--- config.mk ---
export PLATFORM = sky130hd
export DESIGN_NAME = img_uart_streamer
export DESIGN_NICKNAME = d
export VERILOG_FILES = /design/src/rtl/img_uart_streamer.sv
export SDC_FILE = /design/constraint.sdc
export NUM_CORES = 1
export LEC_CHECK = 0
export CORE_MARGIN = 2
export CORE_UTILIZATION = 35
export DETAILED_ROUTE_END_ITERATION = 10
export GPL_TIMING_DRIVEN = 0
export SLEW_MARGIN = 40
export SYNTH_ARGS = -nofsm -noshare
export SYNTH_HDL_FRONTEND = slang
export SYNTH_SLANG_ARGS = --single-unit
--- constraint.sdc ---
create_clock -name clk -period 2.3 [get_ports clk]
set_input_delay 0.345 -clock clk [delete_from_list [all_inputs] [get_ports clk]]
set_output_delay 0.345 -clock clk [all_outputs]
set_load 0.01 [all_outputs]
--- src/rtl/img_uart_streamer.sv ---
// img_uart_streamer: reads NUM_PIXELS greyscale bytes from a BRAM read port in
// address order and serializes them onto an 8N1 UART line, one byte per pixel.
// Optional feature macro: IMG_UART_STREAMER_CHECKSUM_EN appends one extra byte
// holding the mod-256 sum of the frame's pixels.
module img_uart_streamer #(
  parameter int CLOCKS_PER_BAUD = 50,
  parameter int NUM_PIXELS      = 16384,
  parameter int ADDR_WIDTH      = 14,
  parameter int READ_LATENCY    = 2
) (
  input  logic                  clk,
  input  logic                  rst_in_n,
  input  logic                  start_in,
  input  logic [7:0]            pixel_in,
  output logic [ADDR_WIDTH-1:0] addr_out,
  output logic                  tx_out,
  output logic                  busy_out,
  output logic                  done_out
);

  typedef enum logic [1:0] {ST_IDLE, ST_FETCH, ST_SEND, ST_DONE} state_t;

  localparam int BW = (CLOCKS_PER_BAUD > 1) ? $clog2(CLOCKS_PER_BAUD) : 1;
  localparam int WW = (READ_LATENCY > 0) ? $clog2(READ_LATENCY + 1) : 1;
  localparam logic [BW-1:0]         BAUD_LAST = BW'(CLOCKS_PER_BAUD - 1);
  localparam logic [WW-1:0]         WAIT_LAST = WW'(READ_LATENCY);
  localparam logic [ADDR_WIDTH-1:0] LAST_ADDR = ADDR_WIDTH'(NUM_PIXELS - 1);
  localparam logic [3:0]            BIT_LAST  = 4'd9;

  state_t                state, state_nx;
  logic [ADDR_WIDTH-1:0] addr_q;
  logic [BW-1:0]         baud_cnt;
  logic [3:0]            bit_cnt;
  logic [WW-1:0]         wait_cnt;
  logic [7:0]            shreg;
  logic [9:0]            frame;
  logic                  fetch_last;
  logic                  byte_end;
  logic                  last_pix;
  logic                  final_byte;

`ifdef IMG_UART_STREAMER_CHECKSUM_EN
  logic                  ck_phase;
  logic [7:0]            csum;
`endif

  // Full 8N1 frame: stop bit, data MSB..LSB, start bit; indexed by bit_cnt.
  assign frame      = {1'b1, shreg, 1'b0};
  assign fetch_last = (wait_cnt == WAIT_LAST);
  assign byte_end   = (baud_cnt == BAUD_LAST) && (bit_cnt == BIT_LAST);
  assign last_pix   = (addr_q == LAST_ADDR);

`ifdef IMG_UART_STREAMER_CHECKSUM_EN
  // The checksum byte is the last one on the wire.
  assign final_byte = ck_phase;
`else
  assign final_byte = last_pix;
`endif

  // State register.
  always_ff @(posedge clk) begin
    if (!rst_in_n) state <= ST_IDLE;
    else           state <= state_nx;
  end

  // Next-state logic and state-decoded outputs.
  always_comb begin
    state_nx = state;
    tx_out   = 1'b1;
    busy_out = 1'b0;
    done_out = 1'b0;
    addr_out = '0;
    case (state)
      ST_IDLE: begin
        if (start_in) state_nx = ST_FETCH;
      end
      ST_FETCH: begin
        busy_out = 1'b1;
        addr_out = addr_q;
        if (fetch_last) state_nx = ST_SEND;
      end
      ST_SEND: begin
        busy_out = 1'b1;
        addr_out = addr_q;
        tx_out   = frame[bit_cnt];
        if (byte_end) state_nx = final_byte ? ST_DONE : ST_FETCH;
      end
      ST_DONE: begin
        done_out = 1'b1;
        state_nx = start_in ? ST_FETCH : ST_IDLE;
      end
      default: state_nx = ST_IDLE;
    endcase
  end

  // Address, BRAM wait, baud/bit counters and the latched byte.
  always_ff @(posedge clk) begin
    if (!rst_in_n) begin
      addr_q   <= '0;
      baud_cnt <= '0;
      bit_cnt  <= '0;
      wait_cnt <= '0;
      shreg    <= '0;
`ifdef IMG_UART_STREAMER_CHECKSUM_EN
      ck_phase <= 1'b0;
      csum     <= '0;
`endif
    end else begin
      case (state)
        ST_IDLE, ST_DONE: begin
          addr_q   <= '0;
          baud_cnt <= '0;
          bit_cnt  <= '0;
          // Address 0 is already on the port in the start cycle, so the
          // first fetch of a frame is one cycle shorter than later ones.
          wait_cnt <= start_in ? WW'(1) : '0;
`ifdef IMG_UART_STREAMER_CHECKSUM_EN
          if (start_in) begin
            csum     <= '0;
            ck_phase <= 1'b0;
          end
`endif
        end
        ST_FETCH: begin
          if (fetch_last) begin
            wait_cnt <= '0;
            baud_cnt <= '0;
            bit_cnt  <= '0;
`ifdef IMG_UART_STREAMER_CHECKSUM_EN
            if (ck_phase) begin
              shreg <= csum;
            end else begin
              shreg <= pixel_in;
              csum  <= csum + pixel_in;
            end
`else
            shreg <= pixel_in;
`endif
          end else begin
            wait_cnt <= wait_cnt + WW'(1);
          end
        end
        ST_SEND: begin
          if (baud_cnt == BAUD_LAST) begin
            baud_cnt <= '0;
            if (bit_cnt == BIT_LAST) begin
              bit_cnt <= '0;
              // Address stops at the last pixel; it never wraps mid-frame.
              if (!last_pix) addr_q <= addr_q + ADDR_WIDTH'(1);
`ifdef IMG_UART_STREAMER_CHECKSUM_EN
              else ck_phase <= 1'b1;
`endif
            end else begin
              bit_cnt <= bit_cnt + 4'd1;
            end
          end else begin
            baud_cnt <= baud_cnt + BW'(1);
          end
        end
        default: ;
      endcase
    end
  end

endmodule

; ---- After elaboration in Yosys (flattened, before gate mapping)
; Index checks and enable logic that the tools add are counted.
; Widths: inputs -> output; s select.
[totals]
elab_cells = 59
reg_bits = 36
output_inout_bits = 17
[classes]
addsub = 4
reduce_logical = 10
order_cmp = 1
eq_ne = 13
mux = 25
[op_table]
columns = cell, n
row1 = $mux 14, 4
row2 = $pmux 14 s2, 1
row3 = $pmux 6 s3, 1
row4 = $add 14x1->14 const B, 1
row5 = $eq 14x14->1 const B, 1
row6 = $mux 4, 3
row7 = $mux 6, 2
row8 = $ne 2x2->1 const B, 6
row9 = $pmux 4 s3, 1
row10 = $mux 2, 5
row11 = $pmux 2 s4, 1
row12 = $add 6x1->6 const B, 1
row13 = $eq 2x2->1 const B, 3
row14 = $eq 6x6->1 const B, 1
row15 = $lt 4x5->1 const B, 1
row16 = $mux 1, 5
row17 = $add 4x1->4 const B, 1
row18 = $bmux 1 s4, 1
row19 = $eq 4x4->1 const B, 1
row20 = $pmux 2 s2, 1
row21 = $reduce_and 2->1, 2
row22 = $reduce_and 4->1, 1
row23 = $reduce_bool 2->1, 2
row24 = $reduce_or 2->1, 2
row25 = 5 further kinds, 5

; ---- Depth between registers and ports, before layout
[depth]
word_depth = 5
ltp_mapped = 8

; ---- Worst setup path before layout
; OpenSTA, ideal clock, no wires.
[synth_timing]
path_kind = reg-to-reg
startpoint = reg addr_q[0]
endpoint = reg addr_q[8]
path_slack_ps = 437
setup_ps = 127
path_buffers = 1
required_time_ps = 2173
path_stages_with_launch = 7
arrival_ps = 1736
cell_sequence = dfxtp_1 > ha_1 > nand4_4 > or4_4 > buf_6 > and3_1 > a2bb2oi_1
[synth_via]
elab_chain_len = 5
elab_cells_between_ends = 8
[synth_lines]
columns = element, line
row1 = from (decl), 31  ; logic [ADDR_WIDTH-1:0] addr_q;
row2 = from (signal assigned), 149  ; if (!last_pix) addr_q <= addr_q + ADDR_WIDTH'(1);
row3 = $add 14x1->14, 149
row4 = $mux 14, 149
row5 = $mux 14, 146  ; if (bit_cnt == BIT_LAST) begin
row6 = $mux 14, 144  ; if (baud_cnt == BAUD_LAST) begin
row7 = $pmux 14 s2, 109  ; case (state)
; Parallel ways exist; a longest one is shown, timed or not. The select of a mux whose other input is x is not followed.
; A chain may end at the register's enable or synchronous reset.

; ---- Final worst setup path
[layout_timing]
startpoint = reg state[0]
endpoint = out addr_out[3]
[layout_via]
elab_chain_len = 3
elab_cells_between_ends = 4
[layout_lines]
columns = element, line
row1 = from (decl), 30  ; state_t state, state_nx;
row2 = from (signal assigned), 63  ; else state <= state_nx;
row3 = $eq 2x2->1 / $eq 2x1->1 (equally long branches), 73  ; case (state)
row4 = $reduce_or 2->1 (no source line) (*), -
row5 = $mux 14 (*), 73
row6 = to (decl), 15  ; output logic [ADDR_WIDTH-1:0] addr_out,
; Every way passes the cells marked *; elsewhere a longest branch is shown, timed or not.

==> results.md <==
Status:
- The run finished with clean final reports.

Clock network:
- The maximum clock path buffer count is 2.
- Buffers inserted to repair hold after CTS numbered 0.
- The number of sinks handled by clock tree synthesis is 36.
- The clock insertion delay at the later pin of the skew report is 0.29 ns.
- TritonCTS created 5 clock buffers.
- The post-CTS clock slew at the launch and capture registers of the worst setup and hold paths is 0.08 ns.
- The clock tree from TritonCTS is done.
- The count of H-tree levels built during CTS is 2.
- CTS placed an instance of sky130_fd_sc_hd__clkbuf_8 at the clock tree root.

GRT:
- Entering global routing, the biggest net connects 19 pins.
- The wire length of the first global-routing pass is 8580 um.
- Across every metal layer, demand over resource in global routing totals 14.8%.
- Summed over all layers, the global routing overflow is 0.
- The number of global-route vias before repair was 1,781.
- The initial antenna violation count is 0.

Drt:
- The first TritonRoute pass finished after 4 iterations.
- The number of vias after detailed routing is 1,874.
- Dividing the detail-routed via count by the number of cells gives 5.28.
- The number of nets with antenna violations after routing is 0.
- Dividing the detail-routed wire length by the instance count gives 14.1 um.
- The final layout contains routed wiring with a total length of 5010 um.
- The violation count after the first detailed-routing iteration is 102.
- For this run, design rule violations remaining after detail routing come to 0.

Pwr:
- Power spread over the standard cell area amounts to 755 nW/um^2.
- The switching component of the power is 0.682 mW.
- The part of the total power dissipated in combinational logic is 35.5%.
- For this design the static power due to leakage is 1.00 nW.
- Internal power comes to 1.38 mW.
- Across the VDD grid, the largest voltage drop is 359 uV.
- The clock share of power is 30.4%.
- Registers are responsible for 34.1% of the overall power.
- Net switching is 33.1% of the power.

STA:
- The worst hold-check slack is 0.487 ns.
- The max-slew violation count was 0.
- The total setup violations reported at the end of the flow is 0.
- The post-layout worst setup margin is 0.0843 ns.
- The worst clock skew is 0.00494 ns.
- Adding up every negative setup slack in the final design gives 0 ns.
- The highest clock rate is 451 MHz.
- The transition at the pin with the smallest max-transition slack is 0.831 ns.
- Setup repair after global routing left no endpoint under its margin.
- The final hold violation count is 0.
- The worst path uses 96.3% of the clock period.
- The final critical delay including setup and external delays is 2.22 ns.
- The max-slew headroom at the worst pin is 44.2%.

Place:
- The number of placed cells counting well taps is 348.
- The congestion estimate from routability-driven global placement came to 0.772.
- The count of port buffers added during placement is 27.
- The pre-CTS setup slack is -0.101 ns.
- The HPWL reported at the end of detailed placement is 3550 um.

Setup path:
- STA puts the critical path data arrival time at 1.87 ns.
- The worst endpoint required time is 1.96 ns.
- The largest fanout of any net on the critical path is 10.
- The critical path start-end classification is reg2out.
- In this run the register-to-register setup slack is 0.25 ns.
- STA classifies the critical path endpoint as an output pin.
- The worst setup path is launched from a flop.

Synthesis:
- The synthesized netlist occupies a cell area of 2210 um^2.
- For this run, the register share of the synthesized area comes to 32.7%.
- The number of enable flip-flop cells after synthesis is 0.
- Counting every net in the synthesized netlist gives 268.
- The flip-flop and latch count after synthesis is 36.
- The number of standard cells after synthesis is 246.
- The unique cell type count in the Yosys netlist is 58.
- The mean cell area of the mapped netlist is 8.97 um^2.
- The prevailing post-synth register cell is sky130_fd_sc_hd__dfxtp_1.
- The warning count from the yosys run is 0.
- Of all flip-flops after synthesis, the portion carrying an async set or reset was 0%.

Min path:
- The path class of the tightest hold or removal check is reg2reg.

Finish:
- The number of filler cells placed in the layout is 597.
- The share of the core filled with cells in the final layout is 45.5%.
- The relative area change from synthesis to final layout is 23.5%.
- The share of layout cells above drive strength 1 is 15.4%.
- Once layout is complete, the cells apart from fillers number 355.
- For this run, the post-layout net count is 301.
- The number of antenna diodes in the final layout is 0.

Floorplan:
- For this configuration, the core starts out at a cell density of 36.8%.
- The die is 83.4 um wide.
- 28 I/O pins were placed.
- Measured along the y axis, the die boundary spans 83.4 um.
- The floorplan step defined a core boundary enclosing 5990 um^2.
- The floorplan has 28 rows.
- The die covers 6950 um^2.

Run:
- The number of max-cap violations is 0.
synth_stat cells, drive strengths merged, types with 2 or more instances:
cell type | n | area, um^2
dfxtp | 36 | 721
nor2 | 19 | 71.3
and2 | 18 | 114
inv | 12 | 45.0
a21oi | 11 | 55.1
ha | 11 | 138
nand2 | 11 | 41.3
nand3 | 10 | 60.1
mux2i | 9 | 90.1
clkbuf | 8 | 41.3
o21ai | 8 | 51.3
a31oi | 7 | 43.8
nand4 | 7 | 58.8
nand2b | 6 | 37.5
o311ai | 6 | 52.6
o31ai | 5 | 37.5
xnor2 | 5 | 43.8
nor3 | 4 | 20.0
o21a | 4 | 30.0
a211oi | 3 | 22.5
a21boi | 3 | 22.5
a221oi | 3 | 38.8
buf | 3 | 30.0
nand4b | 3 | 26.3
nor2b | 3 | 18.8
nor4 | 3 | 40.0
o211ai | 3 | 22.5
or2 | 3 | 18.8
and3 | 2 | 12.5
and4 | 2 | 18.8
nand3b | 2 | 15.0
nor3b | 2 | 15.0
or3 | 2 | 12.5
or3b | 2 | 20.0
sequential cells by signal, summed over array words and instances (netlist names):
signal    flops
shreg         8
addr_q       14
state         2
bit_cnt       4
wait_cnt      2
baud_cnt      6
power by group through the flow:
| stage | registers [mW] | logic (mW) | clock network [mW] |
|---|---|---|---|
| floorplan | 0.698 | 0.490 | 0 |
| global placement | 0.707 | 0.672 | 0 |
| detailed placement | 0.708 | 0.678 | 0 |
| CTS | 0.700 | 0.722 | 0.644 |
| global route | 0.708 | 0.814 | 0.663 |
| finish | 0.701 | 0.731 | 0.626 |
stage by stage:
stage	total power, mW	cell area, um^2
detailed placement	1.39	2570
finish	2.06	2730
global route	2.18	2730
floorplan	1.19	2210
CTS	2.07	2720
global placement	1.38	2570
repair_timing:
item                                    in CTS  in global routing
gates resized for setup                     14                  2
pin swaps                                    0                  1
buffers inserted                             0                  1
endpoints found under the setup margin      15                  8
cells in the final DEF, fill, tap and decap left out, types with 6 or more instances in the layout:
cell,instances
sky130_fd_sc_hd__a21oi_1,11
sky130_fd_sc_hd__a31oi_1,7
sky130_fd_sc_hd__and2_1,17
sky130_fd_sc_hd__clkbuf_8,9
sky130_fd_sc_hd__clkdlybuf4s50_1,23
sky130_fd_sc_hd__dfxtp_1,32
sky130_fd_sc_hd__ha_1,10
sky130_fd_sc_hd__inv_1,10
sky130_fd_sc_hd__mux2i_1,9
sky130_fd_sc_hd__nand2_1,11
sky130_fd_sc_hd__nand2b_1,6
sky130_fd_sc_hd__nand3_1,8
sky130_fd_sc_hd__nand4_1,6
sky130_fd_sc_hd__nor2_1,19
cells by family (layout without fill, tap and decap cells):
family	after synthesis	in the layout	synth area share, %
AO/OA/AOI/OAI	59	59	20.3
flip-flops	36	36	32.7
XOR/XNOR	5	5	1.99
AND/OR/NAND/NOR	100	100	27.7
adder cells (fa/ha/maj)	11	11	6.24
buffers and inverters	24	58	5.44
multiplexers	11	11	5.62
final timing paths:
| kind | depth (start not counted) | from | end |
|---|---|---|---|
| setup / recovery | 5 | state[0] | addr_out[3] |
| hold / removal | 2 | addr_q[1] | addr_q[1] |
| setup reg to reg | 7 | state[0] | addr_q[8] |
| hold reg to reg | 2 | addr_q[1] | addr_q[1] |
layout make-up:
type / count / area, um^2 / area share (%)
multi-input combinational: 186 / 1380 / 50.6
buffer: 9 / 73.8 / 2.71
clock inverter: 1 / 30.0 / 1.10
inverter: 13 / 48.8 / 1.79
timing repair buffer: 28 / 277 / 10.1
sequential: 36 / 728 / 26.7
clock buffer: 7 / 96.3 / 3.54
tap: 75 / 93.8 / 3.44
metal layers:
layer	GRT usage [%]	up-vias	wire length [um]	share of wire, %
li1	-	968	-	-
met1	19.3	869	2430	48
met2	24.6	33	2370	47
met3	3.08	4	185	3.7
met4	4.02	0	32	0.64
met5	0	-	0	0
worst max-delay path, stage by stage, from the launching register on:
cell	delay, ns
sky130_fd_sc_hd__dfxtp_2	0.37
sky130_fd_sc_hd__inv_2	0.09
sky130_fd_sc_hd__ha_4	0.30
sky130_fd_sc_hd__clkbuf_8	0.15
sky130_fd_sc_hd__and2_2	0.14
sky130_fd_sc_hd__clkdlybuf4s50_1	0.52
Note: power is estimated with default switching activity, not from simulation.
